**src/rtl/codec_fifo.sv**
```systemverilog
`default_nettype none
// ============================================================================
// Module   : codec_fifo
// Purpose  : Elastic sample buffer between an echo stage and an audio codec.
//            A circular store of 2^DEPTH_LOG2 signed 16-bit samples with a
//            FILL/RUN controller. Output starts only after PREFILL samples
//            have been collected. An underrun drops the controller back to
//            FILL so the buffer can rebuild its cushion.
// Ports    : clk          - system clock, rising-edge active
//            reset        - synchronous active-high reset
//            sample_in    - signed sample from the echo stage
//            in_ready     - one-cycle strobe qualifying sample_in
//            codec_ready  - one-cycle strobe requesting the next sample
//            clear_flags  - synchronous clear of the sticky status flags
//            sample_out   - registered sample presented to the codec
//            level        - number of stored entries (0 .. 2^DEPTH_LOG2)
//            filling      - high while the controller is in FILL
//            overflow     - sticky: a sample was dropped because the store was full
//            underflow    - sticky: the codec asked for a sample while empty in RUN
// Config   : CODEC_FIFO_STATUS_EN - when defined, overflow/underflow are live
//            sticky flags. When undefined, both are tied to 0 and clear_flags
//            is ignored.
// Revision : 1.0 - initial release
// ============================================================================
module codec_fifo #(
    parameter int DEPTH_LOG2 = 4,
    parameter int PREFILL    = 8
) (
    input  logic                  clk,
    input  logic                  reset,
    input  logic [15:0]           sample_in,
    input  logic                  in_ready,
    input  logic                  codec_ready,
    input  logic                  clear_flags,
    output logic [15:0]           sample_out,
    output logic [DEPTH_LOG2:0]   level,
    output logic                  filling,
    output logic                  overflow,
    output logic                  underflow
);

    localparam int                  DEPTH       = 1 << DEPTH_LOG2;
    localparam logic [DEPTH_LOG2:0] DEPTH_LVL   = (DEPTH_LOG2 + 1)'(DEPTH);
    localparam logic [DEPTH_LOG2:0] PREFILL_LVL = (DEPTH_LOG2 + 1)'(PREFILL);

    typedef enum logic [0:0] {
        ST_FILL = 1'b0,
        ST_RUN  = 1'b1
    } state_t;

    state_t                  r_state;
    state_t                  w_state_nxt;
    logic [DEPTH_LOG2-1:0]   r_wr_ptr;
    logic [DEPTH_LOG2-1:0]   r_rd_ptr;
    logic [15:0]             r_mem [DEPTH];

    logic                    w_full;
    logic                    w_empty;
    logic                    w_rd_en;
    logic                    w_wr_en;
    logic                    w_ovf_evt;
    logic                    w_udf_evt;
    logic [DEPTH_LOG2:0]     w_level_nxt;

    // ------------------------------------------------------------------------
    // Access decisions. The read decision uses only the current level, so a
    // write arriving while full can be accepted when a read frees a slot in
    // the same cycle. There is no bypass: a read at level 0 is always an
    // underrun even if a write lands in the same cycle.
    // ------------------------------------------------------------------------
    always_comb begin
        w_full      = (level == DEPTH_LVL);
        w_empty     = (level == '0);
        w_rd_en     = (r_state == ST_RUN) && codec_ready && !w_empty;
        w_udf_evt   = (r_state == ST_RUN) && codec_ready &&  w_empty;
        w_wr_en     = in_ready && (!w_full || w_rd_en);
        w_ovf_evt   = in_ready &&  w_full && !w_rd_en;

        w_level_nxt = level;
        case ({w_wr_en, w_rd_en})
            2'b10:   w_level_nxt = level + 1'b1;
            2'b01:   w_level_nxt = level - 1'b1;
            default: w_level_nxt = level;
        endcase

        // FILL leaves as soon as the post-edge level meets the prefill mark.
        // RUN falls back to FILL on an underrun.
        w_state_nxt = r_state;
        case (r_state)
            ST_FILL: if (w_level_nxt >= PREFILL_LVL) w_state_nxt = ST_RUN;
            ST_RUN:  if (w_udf_evt)                  w_state_nxt = ST_FILL;
            default: w_state_nxt = ST_FILL;
        endcase
    end

    // ------------------------------------------------------------------------
    // Storage array. Contents are not reset; stale data is never visible
    // because level gates every read.
    // ------------------------------------------------------------------------
    always_ff @(posedge clk) begin
        if (w_wr_en && !reset) begin
            r_mem[r_wr_ptr] <= sample_in;
        end
    end

    // ------------------------------------------------------------------------
    // Pointers, level, controller state and registered outputs.
    // ------------------------------------------------------------------------
    always_ff @(posedge clk) begin
        if (reset) begin
            r_wr_ptr   <= '0;
            r_rd_ptr   <= '0;
            level      <= '0;
            sample_out <= '0;
            r_state    <= ST_FILL;
            filling    <= 1'b1;
        end else begin
            if (w_wr_en) begin
                r_wr_ptr <= r_wr_ptr + 1'b1;
            end
            if (w_rd_en) begin
                r_rd_ptr <= r_rd_ptr + 1'b1;
            end
            level   <= w_level_nxt;
            r_state <= w_state_nxt;
            // Decoded from the next state so filling tracks r_state exactly.
            filling <= (w_state_nxt == ST_FILL);

            // While filling, the codec is fed silence. An underrun in RUN
            // leaves the previous sample in place.
            if (codec_ready) begin
                if (r_state == ST_FILL) begin
                    sample_out <= '0;
                end else if (w_rd_en) begin
                    sample_out <= r_mem[r_rd_ptr];
                end
            end
        end
    end

    // ------------------------------------------------------------------------
    // Sticky status flags. A set event in the same cycle as clear_flags wins.
    // ------------------------------------------------------------------------
`ifdef CODEC_FIFO_STATUS_EN
    always_ff @(posedge clk) begin
        if (reset) begin
            overflow  <= 1'b0;
            underflow <= 1'b0;
        end else begin
            overflow  <= (overflow  && !clear_flags) || w_ovf_evt;
            underflow <= (underflow && !clear_flags) || w_udf_evt;
        end
    end
`else
    logic w_unused_status;
    assign w_unused_status = clear_flags | w_ovf_evt;
    assign overflow        = 1'b0;
    assign underflow       = 1'b0;
`endif

endmodule
`default_nettype wire

```
**config.mk**
```make
export PLATFORM = sky130hd
export DESIGN_NAME = codec_fifo
export DESIGN_NICKNAME = d
export VERILOG_FILES = /design/src/rtl/codec_fifo.sv
export SDC_FILE = /design/constraint.sdc
export NUM_CORES = 1
export LEC_CHECK = 0
export CAP_MARGIN = 10
export CORE_MARGIN = 2
export CORE_UTILIZATION = 50
export CTS_CLUSTER_SIZE = 25
export DETAILED_ROUTE_END_ITERATION = 6
export GPL_TIMING_DRIVEN = 1
export HOLD_SLACK_MARGIN = 0.1
export PLACE_DENSITY_LB_ADDON = 0.05
export SYNTH_ARGS = -nofsm -noshare
export SYNTH_HDL_FRONTEND = slang
export SYNTH_SLANG_ARGS = --single-unit
```
**constraint.sdc**
```tcl
create_clock -name clk -period 8.47 [get_ports clk]
set_input_delay 1.694 -clock clk [delete_from_list [all_inputs] [get_ports clk]]
set_output_delay 1.694 -clock clk [all_outputs]
set_load 0.01 [all_outputs]
```
---- Yosys cells after proc, flatten, opt, wreduce, memory -nomap -nowiden ----
Memories as Yosys holds them, arrays and structs flattened. A register that Yosys moved wholly into a read port is not among the register bits.
Index checks and enable logic that the tools add are counted.
word-level totals
  register bits ........................... 31
  memory bits (writable) .................. 256
  input bits .............................. 21
  word-level logic and storage cells ...... 39
  memories kept ........................... 1
operators by class
  add/subtract/negate cells ............... 4
  order comparisons ....................... 1
  equality and inequality tests ........... 4
  mux-type cells .......................... 10
  bitwise gates (word level) .............. 2
  reductions and logical operators ........ 11
memory list
  memory  depth  bits a word  read ports  clocked after memory_dff  wr ports  line  RTL
  r_mem   16     16           1           1                         1         55    logic [15:0] r_mem [DEPTH];
operators with widths
  kind                                                                   count
  16-bit 2-to-1 mux                                                      2
  5-bit one-hot mux with 2 select lines                                  1
  4-bit by 1-bit adder with 4-bit output, second input constant          2
  4-bit 2-to-1 mux                                                       2
  5-bit by 1-bit adder with 5-bit output, second input constant          1
  5-bit == test, second input constant                                   1
  5-bit by 4-bit >= comparator with 1-bit output, second input constant  1
  1-bit logical AND                                                      5
  5-bit logical NOT                                                      1
  5-bit by 1-bit subtractor with 5-bit output, second input constant     1
  1-bit 2-to-1 mux                                                       4
  1-bit logical NOT                                                      3
  2-bit by 1-bit == test with 1-bit output, second input constant        1
  2-bit == test, second input constant                                   1
  2-bit by 1-bit != test with 1-bit output, second input constant        1
  1-bit NOT                                                              2
  1-bit one-hot mux with 2 select lines                                  1
  2-bit AND reduction                                                    1
  1-bit logical OR                                                       1

---- Logic depth before layout (Yosys ltp) ----
Gate-level depths: netlist of the first run.
  depth in word-level cells ............... 11
  gate-level depth with buffers ........... 10
  gate-level depth less buffers ........... 9

---- Worst setup path before layout of the first run ----
Ideal clock, no wire load.
  kind .................................... input to register
  start point ............................. in codec_ready
  end point ............................... mem r_mem[4][0], enable pin
  setup time .............................. 436 ps
  arrival time ............................ 3823 ps
  required time ........................... 8034 ps
  slack ................................... 4211 ps
  cell stages on the path ................. 3
  buffers on the path ..................... 0
  cell sequence ........................... a21bo_2 -> o211ai_1 -> nor4b_1
on the way
  cells in the longest elaborated chain, start to end .. 7
ends and longest elaborated chain
  item                                    line  RTL
  start, declared                         33    input logic codec_ready,
  1-bit logical AND (2 in a row)          74    w_rd_en = (r_state == ST_RUN) && codec_ready && !w_empty;
  1-bit logical OR                        76    w_wr_en = in_ready && (!w_full || w_rd_en);
  1-bit logical AND                       76
  1-bit logical AND                       101   if (w_wr_en && !reset) begin
  1-bit 2-to-1 mux                        101
  1-bit 2-to-1 mux (not written as such)  102   r_mem[r_wr_ptr] <= sample_in;
  end, declared                           55
Every way passes these cells.

---- Worst setup path in the final report of the first run ----
  start point ............................. in codec_ready
  end point ............................... reg r_state
on the way
  cells in the longest elaborated chain, start to end .. 9
  elaborated cells between the ends (all ways) .. 12
  those cells by class .................... 1 x order compare; 2 x eq/ne; 4 x mux; 5 x reduce/logical
ends and longest elaborated chain
  item                                                                              line    RTL
  1-bit logical AND *                                                               74, 75
  1-bit logical AND                                                                 74
  1-bit logical OR                                                                  76
  1-bit logical AND                                                                 76
  2-bit by 1-bit == test with 1-bit output / 2-bit == test (equally long branches)  80      case ({w_wr_en, w_rd_en})
  5-bit one-hot mux with 2 select lines                                             80
  5-bit by 4-bit >= comparator with 1-bit output                                    90      ST_FILL: if (w_level_nxt >= PREFILL_LVL) w_state_nxt = ST_RUN;
  1-bit 2-to-1 mux                                                                  90
  1-bit one-hot mux with 2 select lines *                                           89      case (r_state)
  end signal, assigned                                                              125     r_state <= w_state_nxt;
  end, declared                                                                     51      state_t r_state;
Every way passes the cells marked *; elsewhere a longest branch is shown, timed or not.
A chain may end at the register's enable or synchronous reset.

==> results of run 1 <==
tightest hold or removal path, stage by stage, from the launching register on:
cell,delay [ns]
dfxtp_1,0.33
nand2_1,0.06
o221ai_2,0.05
power groups by stage:
stage | clock, W | sequential, W | combinational, W
2_1_floorplan | 0 | 0.00161 | 0.0000341
3_3_place_gp | 0 | 0.00160 | 0.0000687
3_5_place_dp | 0 | 0.00161 | 0.0000719
4_1_cts | 0.00126 | 0.00158 | 0.0000722
5_1_grt | 0.00131 | 0.00158 | 0.0000782
6_report | 0.00123 | 0.00158 | 0.0000708
worst paths after layout:
| check | start | to | slack (ns) |
|---|---|---|---|
| max reg2reg | level[0] | r_state | 4.81 |
| max | codec_ready | r_state | 4.13 |
| min reg2reg | sample_out[3] | sample_out[3] | 0.47 |
| min | sample_out[3] | sample_out[3] | 0.47 |
cell families after synthesis:
kind of cell | count (synthesis) | synth area share, %
adder cells (fa/ha/maj) | 10 | 1.171
AND/OR/NAND/NOR | 77 | 3.336
multiplexers | 100 | 15.90
AO/OA/AOI/OAI | 35 | 3.049
other | 1 | 0.03310
XOR/XNOR | 8 | 0.6185
buffers and inverters | 36 | 1.844
flip-flops | 291 | 74.04
cell type report:
type                       count  area (sq um)  area share, %
sequential                   291          8397          64.45
multi-input combinational    232          2783          21.36
clock inverter                15         103.9         0.7972
timing repair buffer          59         545.5          4.187
inverter                       5         18.77         0.1441
tap                          285         356.6          2.737
clock buffer                  41         823.3          6.320
cell usage after synthesis, drive strengths merged, types with 2 or more instances:
master / count
nor2: 31
and3: 4
o211ai: 5
mux2i: 36
nand2: 21
mux4: 64
ha: 9
dfxtp: 35
buf: 24
nor4b: 3
nor3b: 4
edfxtp: 256
xnor2: 2
nand3b: 2
inv: 5
o221ai: 16
xor2: 6
clkbuf: 7
a21oi: 4
o21ai: 2
cells in the final DEF, fill, tap and decap left out, types with 2 or more instances in the layout:
| master | n |
|---|---|
| a21oi_1 | 4 |
| conb_1 | 2 |
| nand2_1 | 21 |
| dfxtp_4 | 2 |
| buf_4 | 18 |
| clkbuf_1 | 9 |
| clkbuf_16 | 31 |
| nor3b_1 | 4 |
| xor2_1 | 6 |
| and3_1 | 4 |
| ha_1 | 9 |
| clkinv_1 | 4 |
| o211ai_1 | 5 |
| clkdlybuf4s50_1 | 41 |
| nand3b_1 | 2 |
| dfxtp_1 | 32 |
| o221ai_1 | 11 |
| nor4b_1 | 2 |
| inv_1 | 5 |
| nor2_1 | 18 |
| mux4_2 | 64 |
| edfxtp_1 | 256 |
| mux2i_1 | 36 |
| clkinv_2 | 8 |
| o221ai_2 | 5 |
| nor2_2 | 13 |
| xnor2_1 | 2 |
through the flow:
stage / instance area, sq um / hold slack (ns) / total power, W / utilization (%)
finish: 13030 / 0.4729 / 0.002871 / 58.07
global route: 13030 / 0.5051 / 0.002964 / 58.07
CTS: 13030 / 0.4735 / 0.002903 / 58.07
detailed placement: 12100 / 0.4555 / 0.001678 / 53.94
global placement: 12100 / 0.4426 / 0.001674 / 53.94
floorplan: 11330 / 0.4847 / 0.001640 / -
state kept, by name, summed over array words and instances, names as in the netlist, named ones only:
signal / cells
filling: 1
level: 5
r_mem: 256
r_rd_ptr: 4
r_state: 1
r_wr_ptr: 4
sample_out: 16
routing by layer:
layer | wire length [um] | track usage, % | vias to the layer above | part of all wire [%]
met5 | 0 | 0 | - | 0
met4 | 456 | 4.321 | 0 | 2.0
met3 | 689 | 2.494 | 32 | 3.0
met2 | 11360 | 32.99 | 112 | 50
met1 | 10170 | 27.88 | 2908 | 45
li1 | - | - | 2410 | -
==> summary.txt, run 1 <==
Floorplan
  – Die Height: between 150 and 200 um
  – Die footprint: between 20000 and 25000 sq um
  – Die Wd: roughly 150 um
  – Placement Rows: 55
  – Initial Util: 50.50%
  – Core box area: around 22000 sq um
  – Ports: 45

Clocking
  – CTS Sinks: 291
  – TritonCTS buffer count: 30
  – # resized after CTS: 0
  – Clock root buffer master: clkbuf_16
  – Clock Path Buffers: 3
  – Clock transition at the registers of the reported paths: roughly 0.060 ns
  – Worst skew pair latency: approximately 0.54 ns
  – Total number of H-tree levels: 1
  – Hold buffers post-CTS: 0
  – Post-CTS Setup Inserts: 0
  – CTS tree: done

Logic synthesis
  – Number of synthesized flops with an enable pin: 256
  – Main synth FF type: edfxtp_1
  – Dominant cell type by area after synthesis: edfxtp_1
  – Synth async-reset ratio: 0%
  – Post-Synthesis Cells: approximately 560
  – Sequential fraction of the synthesis area: about three quarters
  – Synth Register Bits: a little under 300
  – Mean post-synth cell area: 20.30 sq um
  – Yosys top cell area share: about two thirds
  – Netlist area before placement: about 11000 sq um
  – Distinct cells, synth: 48
  – Synth warn: 0
  – Most area-consuming cells after synthesis: edfxtp_1, mux4_2, dfxtp_1

Setup path
  – Max incr delay on CP: 0.54 ns
  – Critical Path RT: 8.85 ns
  – Crit start category: input port
  – Highest-delay cell along the critical path: or4b_1
  – Critical path, cell by cell: clkdlybuf4s50_1 > a21bo_2 > o21ai_2 > ha_1 > ha_1 > or4b_1 > o311a_1 > a211oi_1 > a311oi_1
  – Critical Path End Type: flop
  – Arr. time, crit path: between 4 and 5 ns
  – Crit-path leading delay family: compound AO/OA/AOI/OAI gates
  – Kind of critical path: in -> reg
  – Buf+Inv Stages, Crit Path: 1
  – CP Max Fanout: 10
  – Stages on worst setup path: 9
  – Most common cell on crit path: ha_1
  – Reg2Reg Depth: 8

STA
  – Worst Tran Pin Value: ~1.1 ns
  – Unrepaired setup endpoints after global routing: false
  – Fin worst setup slack: roughly 4.1 ns
  – Fin Setup TNS: 0 ns
  – Max_slew headroom: around a quarter
  – Final setup violation count: 0
  – Final setup skew: between 0.015 and 0.02 ns
  – Period utilisation layout: roughly 51%
  – Fmax: between 0.2 and 0.25 GHz
  – Final hold violations: 0
  – Tmin final: ~4.3 ns
  – Final slew viol count: 0

Power and ir drop
  – Internal power: 0.002305 W
  – Leak: about 4 nW
  – Sw Share: around a fifth
  – Reg power frac: approximately 55%
  – Pwr Density: 220.4 nW/um^2
  – Comb power frac: under 10%
  – Peak VDD IR: between 0.15 and 0.2 mV
  – Clock network power share: between 40% and 50%
  – Net Switching: between 0.0005 and 0.0006 W

Drt
  – WL/cell: approximately 24 um
  – Initial drt markers: about 420
  – ANT nets after route: 0
  – DRC Markers: 0
  – Vias post-DR: 5462
  – Post-DR vias/cell: between 5 and 6
  – Routed wire length: 22.67 mm
  – Pre-antenna DRT Iters: 4

GRT
  – Number of antenna violations at the first check in global routing: 0
  – Largest net degree at the start of global routing: 65
  – All-Layer GR Usage: 19.60%
  – Remaining Overflow, GRT: 0
  – Number of global-route vias before repair: between 5000 and 6000
  – First-pass GRT wire length: 34.68 mm

Placement
  – Worst slack, placed: roughly 3.6 ns
  – GP Congestion: between 0.7 and 0.8
  – Post-DP HPWL: about 12 mm
  – Placed cell count: slightly below 900
  – Count of input and output buffers: between 40 and 50

Hold path
  – Tightest Hold Check Type: reg -> reg
  – Worst Hold Depth: 2

Finish
  – Area grow syn2layout: 15.00%
  – Non-Filler Instances: between 900 and 1000
  – Fillers: between 1500 and 2000
  – Nets@finish: between 600 and 700
  – Number of diodes: 0
  – Share of layout cells above drive strength 1: between 20% and 30%

Run status
  – Outcome: complete, no violations

Run
  – Max Cap Viol: 0
(Power assumes the default switching activity.)
==> run 2, diff against run 1 <==
Clock period 8.47 ns to 3.8 ns, I/O delays scaled along.
==> summary.txt, run 2 (synthesis results as in run 1) <==
Run status
  – Outcome: complete, no violations

STA
  – Fin Setup TNS: 0 ns
  – Fin worst setup slack: about 0.58 ns
  – Fmax: 0.3105 GHz
  – Final setup violation count: 0
  – Final slew viol count: 0
  – Final hold violations: 0
  – Unrepaired setup endpoints after global routing: false
  – Worst Tran Pin Value: 1.105 ns
  – Max_slew headroom: around a quarter
  – Period utilisation layout: 84.75%
  – Final setup skew: about 0.012 ns
  – Tmin final: ~3.2 ns

Power and ir drop
  – Pwr Density: approximately 530 nW/um^2
  – Leak: between 4 and 5 nW
  – Peak VDD IR: between 0.4 and 0.5 mV

Setup path
  – Max incr delay on CP: 0.62 ns
  – Arr. time, crit path: about 3.6 ns
  – Most common cell on crit path: ha_1
  – CP Max Fanout: 8
  – Kind of critical path: reg -> reg
  – Crit start category: flop
  – Critical Path RT: around 4.2 ns
  – Crit-path leading delay family: simple AND/OR/NAND/NOR gates
  – Critical Path End Type: flop
  – Critical path, cell by cell: or4_1 > o21ai_4 > inv_1 > ha_1 > ha_1 > or4b_1 > o311a_1 > a211oi_1 > a311oi_1
  – Highest-delay cell along the critical path: or4_1
  – Buf+Inv Stages, Crit Path: 1

GRT
  – Number of antenna violations at the first check in global routing: 0
  – Number of global-route vias before repair: 5901
  – Largest net degree at the start of global routing: 48
  – Remaining Overflow, GRT: 0
  – First-pass GRT wire length: around 35 mm
  – All-Layer GR Usage: approximately a fifth

Drt
  – Initial drt markers: ~420
  – WL/cell: roughly 25 um
  – Routed wire length: 23.05 mm
  – ANT nets after route: 0
  – Pre-antenna DRT Iters: 5
  – Vias post-DR: about 5500
  – Post-DR vias/cell: 5.830
  – DRC Markers: 0

Clocking
  – Clock Path Buffers: 3
  – Total number of H-tree levels: 1
  – Post-CTS Setup Inserts: 0
  – CTS tree: done
  – Clock root buffer master: clkbuf_16
  – Hold buffers post-CTS: 0
  – # resized after CTS: 0
  – Worst skew pair latency: between 0.5 and 0.6 ns
  – Clock transition at the registers of the reported paths: 0.06 ns
  – CTS Sinks: 291
  – TritonCTS buffer count: 30

Finish
  – Largest Register: r_mem
  – Most frequent cells in the layout: edfxtp_1, mux4_2, clkdlybuf4s50_1
  – Area grow syn2layout: 17.85%
  – Biggest regs: r_mem x256, sample_out x16, level x5
  – Fillers: about 1600
  – Most common cell after layout, fill and taps aside: edfxtp_1
  – Fin area: 13350 sq um
  – Largest register FFs: 256
  – Share of layout cells above drive strength 1: a little over a quarter
  – Nets@finish: 660
  – Number of diodes: 0
  – Non-Filler Instances: roughly 940

Floorplan
  – Die Height: about 150 um
  – Ports: 45
  – Placement Rows: 55
  – Initial Util: about half
  – Die footprint: about 24000 sq um
  – Core box area: around 22000 sq um
  – Die Wd: ~150 um

Placement
  – Post-DP Area: around 12000 sq um
  – Placed cell count: a little under 900
  – Count of input and output buffers: 41
  – GP Congestion: around 0.76
  – Worst slack, placed: approximately 0.17 ns
  – Post-DP HPWL: 12.68 mm

Run
  – Max Cap Viol: 0

Hold path
  – Tightest Hold Check Type: reg -> reg
[run 2: changes by cell type in the layout (fill, tap and decap cells not counted), moves of 2 or more]
cell	previous run	this run
clkbuf_1	9	1
buf_4	18	25
clkinv_1	4	2
buf_12	0	3
clkinvlp_4	1	3
bufinv_16	1	10
[run 2: worst reg2reg max path, delay by kind of cell, from the launching register on]
| kind | cells | cell delay (ns) |
|---|---|---|
| AND/OR/NAND/NOR | 2 | 1.17 |
| AO/OA/AOI/OAI | 4 | 0.90 |
| adder cells (fa/ha/maj) | 2 | 0.59 |
| buffers and inverters | 1 | 0.07 |
| flip-flops | 1 | 0.37 |
[run 2: stage by stage]
stage	util, %	total power, W	hold slack (ns)
2_1_floorplan	-	0.003656	0.4847
3_3_place_gp	54.40	0.003738	0.4520
3_5_place_dp	54.40	0.003748	0.4612
4_1_cts	59.51	0.007071	0.4755
5_1_grt	59.51	0.007220	0.5051
6_report	59.51	0.007013	0.4698
[run 2: worst paths after layout]
check	slack, ns	from	cells after the start	end
min reg2reg	0.47	sample_out[12]	2	sample_out[12]
min	0.47	sample_out[12]	2	sample_out[12]
max reg2reg	0.58	level[0]	9	r_state
max	0.58	level[0]	9	r_state
[run 2: power by group]
| part | switching (W) | leakage, nW | total (W) | internal [W] |
|---|---|---|---|---|
| sequential | 0.0000118 | 2.59 | 0.00351 | 0.00350 |
| clock | 0.00121 | 0.558 | 0.00334 | 0.00212 |
| combinational | 0.000102 | 1.05 | 0.000165 | 0.0000628 |
[run 2: cell type report]
| type | count | area [sq um] | share of cell area (%) |
|---|---|---|---|
| sequential | 291 | 8397 | 62.90 |
| inverter | 5 | 18.77 | 0.1406 |
| multi-input combinational | 232 | 2774 | 20.78 |
| clock buffer | 31 | 754.5 | 5.651 |
| timing repair buffer | 69 | 658.1 | 4.930 |
| tap | 285 | 356.6 | 2.671 |
| clock inverter | 25 | 391.6 | 2.933 |
[run 2: per-layer routing]
| metal | track usage, % | up-vias | routed length [um] |
|---|---|---|---|
| li1 | - | 2431 | - |
| met1 | 29.70 | 2886 | 10720 |
| met2 | 32.63 | 124 | 11140 |
| met3 | 2.886 | 28 | 867 |
| met4 | 4.409 | 0 | 335 |
| met5 | 0 | - | 0 |
